==> src/rtl/bus_pkg.sv <==
// Shared types and widths for the two-master bus arbiter and its watchdog.
package bus_pkg;

  localparam int ADDR_W    = 16;
  localparam int DATA_W    = 32;
  localparam int TIMEOUT_W = 8;

  typedef enum logic [1:0] {
    ST_IDLE    = 2'd0,
    ST_BUSY    = 2'd1,
    ST_RELEASE = 2'd2
  } state_t;

  typedef enum logic [1:0] {
    SIZE_BYTE = 2'd0,
    SIZE_HALF = 2'd1,
    SIZE_WORD = 2'd2
  } size_t;

endpackage

==> src/rtl/bus_watchdog.sv <==
// Counts BUSY cycles; expired marks the cycle that is the timeout_cycles-th BUSY cycle.
module bus_watchdog
  import bus_pkg::*;
(
  input  logic                 clk_i,
  input  logic                 rst_n,
  input  logic                 clear,
  input  logic                 enable,
  input  logic [TIMEOUT_W-1:0] timeout_cycles,
  output logic                 expired
);

  logic [TIMEOUT_W-1:0] count;

  always_ff @(posedge clk_i) begin
    if (!rst_n || clear) begin
      count <= '0;
    end else if (enable) begin
      count <= count + 1'b1;
    end
  end

  // count holds the number of BUSY cycles already completed
  assign expired = enable && (count == (timeout_cycles - 1'b1));

endmodule

==> src/rtl/bus_arbiter.sv <==
// Two-master round-robin arbiter in front of a single bus controller, with BUSY timeout.
//   state   | meaning
//   IDLE    | no transfer; any request is granted on the next edge
//   BUSY    | granted master's request driven to the bus controller
//   RELEASE | one cycle with bus_access_o low so the controller drops its ack
module bus_arbiter
  import bus_pkg::*;
#(
  parameter int TIMEOUT_CYCLES = 255
) (
  input  logic              clk_i,
  input  logic              rst_n,
  input  logic              m0_req_i,
  input  logic              m0_wr_en_i,
  input  logic              m0_rd_en_i,
  input  logic [1:0]        m0_size_i,
  input  logic [ADDR_W-1:0] m0_addr_i,
  input  logic [DATA_W-1:0] m0_wdata_i,
  output logic [DATA_W-1:0] m0_rdata_o,
  output logic              m0_ack_o,
  output logic              m0_err_o,
  input  logic              m1_req_i,
  input  logic              m1_wr_en_i,
  input  logic              m1_rd_en_i,
  input  logic [1:0]        m1_size_i,
  input  logic [ADDR_W-1:0] m1_addr_i,
  input  logic [DATA_W-1:0] m1_wdata_i,
  output logic [DATA_W-1:0] m1_rdata_o,
  output logic              m1_ack_o,
  output logic              m1_err_o,
  output logic              bus_access_o,
  output logic              wr_en_o,
  output logic              rd_en_o,
  output logic [1:0]        size_select_o,
  output logic [ADDR_W-1:0] addr_o,
  output logic [DATA_W-1:0] write_data_o,
  input  logic [DATA_W-1:0] read_data_i,
  input  logic              bus_ack_i
);

  localparam logic [TIMEOUT_W-1:0] TIMEOUT_VAL = TIMEOUT_W'(TIMEOUT_CYCLES);

  state_t state, state_next;
  logic   grant;
  logic   last_grant;
  logic   any_req;
  logic   sel;
  logic   expired;
  logic   start;
  logic   done;

  assign any_req = m0_req_i | m1_req_i;
  // Under contention the master that did not win last time goes first
  assign sel     = (m0_req_i && m1_req_i) ? ~last_grant : m1_req_i;
  assign start   = (state == ST_IDLE) && any_req;
  assign done    = (state == ST_BUSY) && (bus_ack_i || expired);

  bus_watchdog u_watchdog (
    .clk_i          (clk_i),
    .rst_n          (rst_n),
    .clear          (start),
    .enable         (state == ST_BUSY),
    .timeout_cycles (TIMEOUT_VAL),
    .expired        (expired)
  );

  always_ff @(posedge clk_i) begin
    if (!rst_n) begin
      state      <= ST_IDLE;
      grant      <= 1'b0;
      last_grant <= 1'b1;
      m0_ack_o   <= 1'b0;
      m0_err_o   <= 1'b0;
      m0_rdata_o <= '0;
      m1_ack_o   <= 1'b0;
      m1_err_o   <= 1'b0;
      m1_rdata_o <= '0;
    end else begin
      state      <= state_next;
      m0_ack_o   <= 1'b0;
      m0_err_o   <= 1'b0;
      m0_rdata_o <= '0;
      m1_ack_o   <= 1'b0;
      m1_err_o   <= 1'b0;
      m1_rdata_o <= '0;
      if (start) begin
        grant      <= sel;
        last_grant <= sel;
      end
      // A real ack wins over a coincident timeout
      if (done) begin
        if (grant) begin
          m1_ack_o   <= 1'b1;
          m1_err_o   <= ~bus_ack_i;
          m1_rdata_o <= (bus_ack_i && rd_en_o) ? read_data_i : '0;
        end else begin
          m0_ack_o   <= 1'b1;
          m0_err_o   <= ~bus_ack_i;
          m0_rdata_o <= (bus_ack_i && rd_en_o) ? read_data_i : '0;
        end
      end
    end
  end

  always_comb begin
    state_next    = state;
    bus_access_o  = 1'b0;
    wr_en_o       = 1'b0;
    rd_en_o       = 1'b0;
    size_select_o = '0;
    addr_o        = '0;
    write_data_o  = '0;
    case (state)
      ST_IDLE: begin
        if (any_req) state_next = ST_BUSY;
      end
      ST_BUSY: begin
        bus_access_o  = 1'b1;
        wr_en_o       = grant ? m1_wr_en_i : m0_wr_en_i;
        rd_en_o       = grant ? m1_rd_en_i : m0_rd_en_i;
        size_select_o = grant ? m1_size_i  : m0_size_i;
        addr_o        = grant ? m1_addr_i  : m0_addr_i;
        write_data_o  = grant ? m1_wdata_i : m0_wdata_i;
        if (bus_ack_i || expired) state_next = ST_RELEASE;
      end
      ST_RELEASE: begin
        state_next = ST_IDLE;
      end
      default: begin
        state_next = ST_IDLE;
      end
    endcase
  end

endmodule

==> config.mk <==
export PLATFORM = sky130hd
export DESIGN_NAME = bus_arbiter
export DESIGN_NICKNAME = d
export VERILOG_FILES = /design/src/rtl/bus_pkg.sv /design/src/rtl/bus_watchdog.sv /design/src/rtl/bus_arbiter.sv
export SDC_FILE = /design/constraint.sdc
export NUM_CORES = 1
export LEC_CHECK = 0
export BUFFER_PORTS_ARGS = -buffer_cell sky130_fd_sc_hd__buf_4
export CORE_AREA = 5 5 99 101
export CTS_BUF_LIST = sky130_fd_sc_hd__clkbuf_8 sky130_fd_sc_hd__clkbuf_16
export DETAILED_ROUTE_END_ITERATION = 6
export DIE_AREA = 0 0 104 106
export PLACE_DENSITY = 0.76
export SLEW_MARGIN = 20
export SYNTH_ARGS = -nofsm -noshare
export SYNTH_HDL_FRONTEND = slang
export SYNTH_SLANG_ARGS = --single-unit
export TNS_END_PERCENT = 5
==> constraint.sdc <==
create_clock -name clk_i -period 4.23 [get_ports clk_i]
set_clock_uncertainty 0.2 [all_clocks]
set_input_delay 1.269 -clock clk_i [delete_from_list [all_inputs] [get_ports clk_i]]
set_output_delay 1.269 -clock clk_i [all_outputs]
set_load 0.005 [all_outputs]
After elaboration in Yosys (flattened, before gate mapping). Index checks and enable logic that the tools add are counted. W data, S select, Z words.

$add $sub $neg: 1. Equal/unequal tests: 4. Multiplexer cells: 18. Bitwise gates (word level): 5. Reductions and logical operators: 13.

Operators with widths (number): $mux W32 (3); $mux W16 (2); $add A8 B1 Y8 const B (1); $eq A8 B8 Y1 const B (1); $mux W1 (8); $mux W2 (4); $logic_and A1 B1 Y1 (5); $ne A2 B2 Y1 const B (2); $not A1 Y1 (4); $pmux W2 S2 (1); $reduce_and A2 Y1 (2); $reduce_and A3 Y1 (1); $reduce_or A3 Y1 (1); $eq A2 B1 Y1 const B (1); $logic_not A2 Y1 (1); $logic_or A1 B1 Y1 (2); $logic_not A1 Y1 (1); $or A1 B1 Y1 (1).

Register bits: 80.

Longest topological paths before layout.
Depth in word-level cells: 6. Gate-level depth with buffers: 6. Depth with buffers taken out: 4.

By module. Synthesis repeated with hierarchy kept, for this count alone.

Cell total of the unflattened synthesis: 403. Area, all modules: 3646.0 µm².

By module, submodules not included: bus_arbiter (instances 1, cells each 328, area an instance 3046.7 µm², seq. area each 1441.4 µm²); bus_watchdog (instances 1, cells each 75, area an instance 599.3 µm², seq. area each 160.2 µm²).

Worst setup path before layout. Ideal clock, no wire load.

Path type: input to output. Start point: input port m1_wdata_i[0]. End point: output port write_data_o[0]. Data arrival time: 1440 ps. Data required time: 2761 ps. Setup slack: 1321 ps. Stages: 2. Path buffers: 0. Path through: mux2i_1 nor2_1.

Longest elaborated chain between the ends: 2.

Ends and longest elaborated chain: start, declared (line bus_arbiter.sv:27) `input logic [DATA_W-1:0] m1_wdata_i,`; $mux W32 (line bus_arbiter.sv:123) `write_data_o = grant ? m1_wdata_i : m0_wdata_i;`; $mux W32 (line bus_arbiter.sv:113) `case (state)`; end, declared (line bus_arbiter.sv:36) `output logic [DATA_W-1:0] write_data_o,`.

Every way passes these cells.

Worst setup path in the final report.
Start point: register state[1]. End point: output port write_data_o[11].

Longest elaborated chain between the ends: 2.

Ends and longest elaborated chain: start, declared (line bus_arbiter.sv:43) `state_t state, state_next;`; start signal, assigned (line bus_arbiter.sv:79) `state <= state_next;`; $eq A2 B1 Y1 (line bus_arbiter.sv:113); $mux W32 (line bus_arbiter.sv:113).

Every way passes these cells.

==> metrics.txt <==
Logic pwr share=approximately 22%; Max Slew Vio Count=0; run status=finished, final reports clean; Crit path top cell by count=buf_4; Pleak=roughly 0.0026 µW; max frequency=~290 MHz; core box area=between 0.008 and 0.009 mm²; first-pass GRT wire length=17900 µm; top cell type's share of synthesized area=50.3%; synthesized area per cell=8.70 µm²; Post-synth top flop=dfxtp_1; Multi-input gate area=0.00145 mm²; adder-cell share of the synthesized area=less than 1%; Initial Util=35.6%; GRT Total Usage=20.4%; Resized cells post-CTS=0; Synth Warn #=0; setup TNS=0 ps; Max-slew headroom=between 50% and 60%; post-synthesis mux area share=about 17%; simple logic cell fraction of the synthesized area=between 20% and 30%; Final HPWL DP=9800 µm; worst slew pin tran=about 690 ps; port buffer count=about 260; Sw Ratio=26.1%; WL final=~12000 µm; CP max-delay cell=nand2b_2; Layout area overhead=69.6%; Fillers=780; xor and xnor area share after synthesis=less than 1%; Clock Latency Late Sink=between 300 and 400 ps; Core Util, Final=about three fifths; TritonRoute pass-1 iters=4; hold buffer count at cts=0; syn nets=roughly 500; CP Buf/Inv Count=2; Unique masters post-synth=37; CP endpoint kind=output pin; count leader, synth=nor2_1; wire per inst=16.4 µm; clock group share of total power=about a third; maximum number of pins on one net before global-route repair=37; Net Sw Power=about 440 µW; CTS tree=done; number of synthesized flops with an enable pin=0; ordered list of cells on the worst path=nand2b_2, buf_4, nor2_1, buf_4; worst-path fanout max=33; startpoint types=register; crit-path max cell delay=about 570 ps; Sinks on Clock Net=80; clock transition at the registers of the reported paths=about 80 ps; largest family of logic cells by synthesized area=simple AND/OR/NAND/NOR gates; CTS buffer count=9; Hold Crit Class=reg -> reg; Final period util=between 80% and 90%; # Post-CTS Setup Buffers=0; Routed Antenna Nets=0; cell count after synthesis=approximately 370; critical path class=reg -> out; vias per cell=~4.7; Die X-Extent=about 100 µm; routability congestion estimate=0.993; root buf cell=clkbuf_8; area leader, netlist=dfxtp_1; initial DRC count=around 150; Congestion Overflow GR=0; Async SR Flop Fraction=0%; total power=~1700 µW; # DRC=0; die area=between 0.01 and 0.015 mm²; post-synthesis sequential area ratio=50.3%; Synth Area in Compound Gates=about 3.5%; via count=3454; maximum vdd drop=roughly 190 µV; P_int=about 1200 µW; top cell family by delay on the critical path=simple AND/OR/NAND/NOR gates; Netlist Area Pre-Place=roughly 0.0032 mm²; initial antenna violation count=0; Arr. time, crit path=1980 ps; Pwr Density=between 300 and 400 mW/mm²; Final Hold Fails=0; #FFs+latches synth=80; Tmin final=approximately 3500 ps; RSZ-0062 raised after global routing=no; final layout net count=between 700 and 800; number of cell rows=35; Die Y=106 µm; Ports=~260; commonest cells in the netlist=nor2_1 (123), dfxtp_1 (80), mux2i_1 (53), nand2_1 (38), clkbuf_1 (16); FF+latch area=about 0.0016 mm²; synth top area cells=dfxtp_1 (50%), mux2i_1 (17%), nor2_1 (15%); Seq pwr share=a little under half; H-Tree Depth=3; layout cell share with drive strength beyond 1=46.0%; Max-cap violations=0; Required @ worst endpoint=2760 ps; vias in the first global route=approximately 3.4k; Setup Viol. Count Final=0; clk buf depth=2; ANT cells=0
path summary, 6_finish.rpt:
path	end	cells after the start	slack [ps]	startpoint
min reg2reg	u_watchdog.count[0]$_SDFFE_PP0P_	2	310	u_watchdog.count[0]$_SDFFE_PP0P_
max	write_data_o[11]	4	780	state[1]$_SDFFE_PN0P_
max reg2reg	m1_rdata_o[27]$_SDFF_PN0_	5	2000	state[1]$_SDFFE_PN0P_
min	u_watchdog.count[0]$_SDFFE_PP0P_	2	310	u_watchdog.count[0]$_SDFFE_PP0P_
placed cells by master (no fill, tap or decap), types with 2 or more instances in the layout:
cell type   count
o211ai_1        3
clkbuf_8        9
nor2_1        123
or4_1           2
inv_1           5
dfxtp_1        79
o21ai_0         2
nand3_1         2
or3b_2          2
or3_1           2
inv_6           2
buf_4         264
clkinvlp_4      2
a21oi_1         5
mux2i_1        53
ha_1            2
nand4_1         4
nand2_1        38
o31ai_1         2
cells by family (layout without fill, tap and decap cells):
| family | after synthesis | after routing |
|---|---|---|
| xor gates and xnor gates | 1 | 1 |
| muxes | 53 | 53 |
| buffers and inverters | 29 | 285 |
| AOI/OAI and AO/OA | 17 | 17 |
| DFF | 80 | 80 |
| adders and majority gates | 2 | 2 |
| and+or+nand+nor | 184 | 184 |
per-layer routing:
layer | vias up | share of wire (%) | GRT usage (%)
met2 | 184 | 50 | 35.4
li1 | 1694 | - | -
met5 | - | 0 | 0
met3 | 14 | 12 | 9.35
met4 | 0 | 2.2 | 6.29
met1 | 1562 | 35 | 22.1
stage by stage:
step / instances / setup WS (ps) / instance area [µm²] / hold WS (ps)
after detailed placement: 717 / 873 / 5200 / 290
after floorplan: 366 / 1320 / 3180 / 262
after CTS: 733 / 731 / 5400 / 311
after global placement: 717 / 868 / 5200 / 271
final: 733 / 778 / 5400 / 306
after global routing: 733 / 594 / 5400 / 338
final cells by class:
| cell class | instances | area share [%] |
|---|---|---|
| flip-flops and latches | 80 | 29.7 |
| well taps | 111 | 2.57 |
| repair buffers | 265 | 37.1 |
| clock inverters | 7 | 1.32 |
| clock buffers | 9 | 2.29 |
| inverters | 4 | 0.278 |
| multi-input cells | 257 | 26.8 |
power groups by stage:
stage                     Clock (µW)  Combinational, µW  Sequential (µW)
after floorplan                    0                155              788
after global placement             0                359              795
after detailed placement           0                363              796
after CTS                        559                365              778
after global routing             592                392              779
final                            543                362              778
state kept, by name (all words and copies together) (netlist names):
register,cells
m0_rdata_o,32
m1_ack_o,1
m1_err_o,1
m0_err_o,1
m0_ack_o,1
u_watchdog.count,8
grant,1
m1_rdata_o,32
state,2
last_grant,1
worst register-to-register path: stages (launching register included):
cell and delay, ps:
dfxtp_1 420, nand2b_2 570, inv_1 280, nand4_1 160, buf_4 350, nor2_1 140
(Power assumes the default switching activity.)
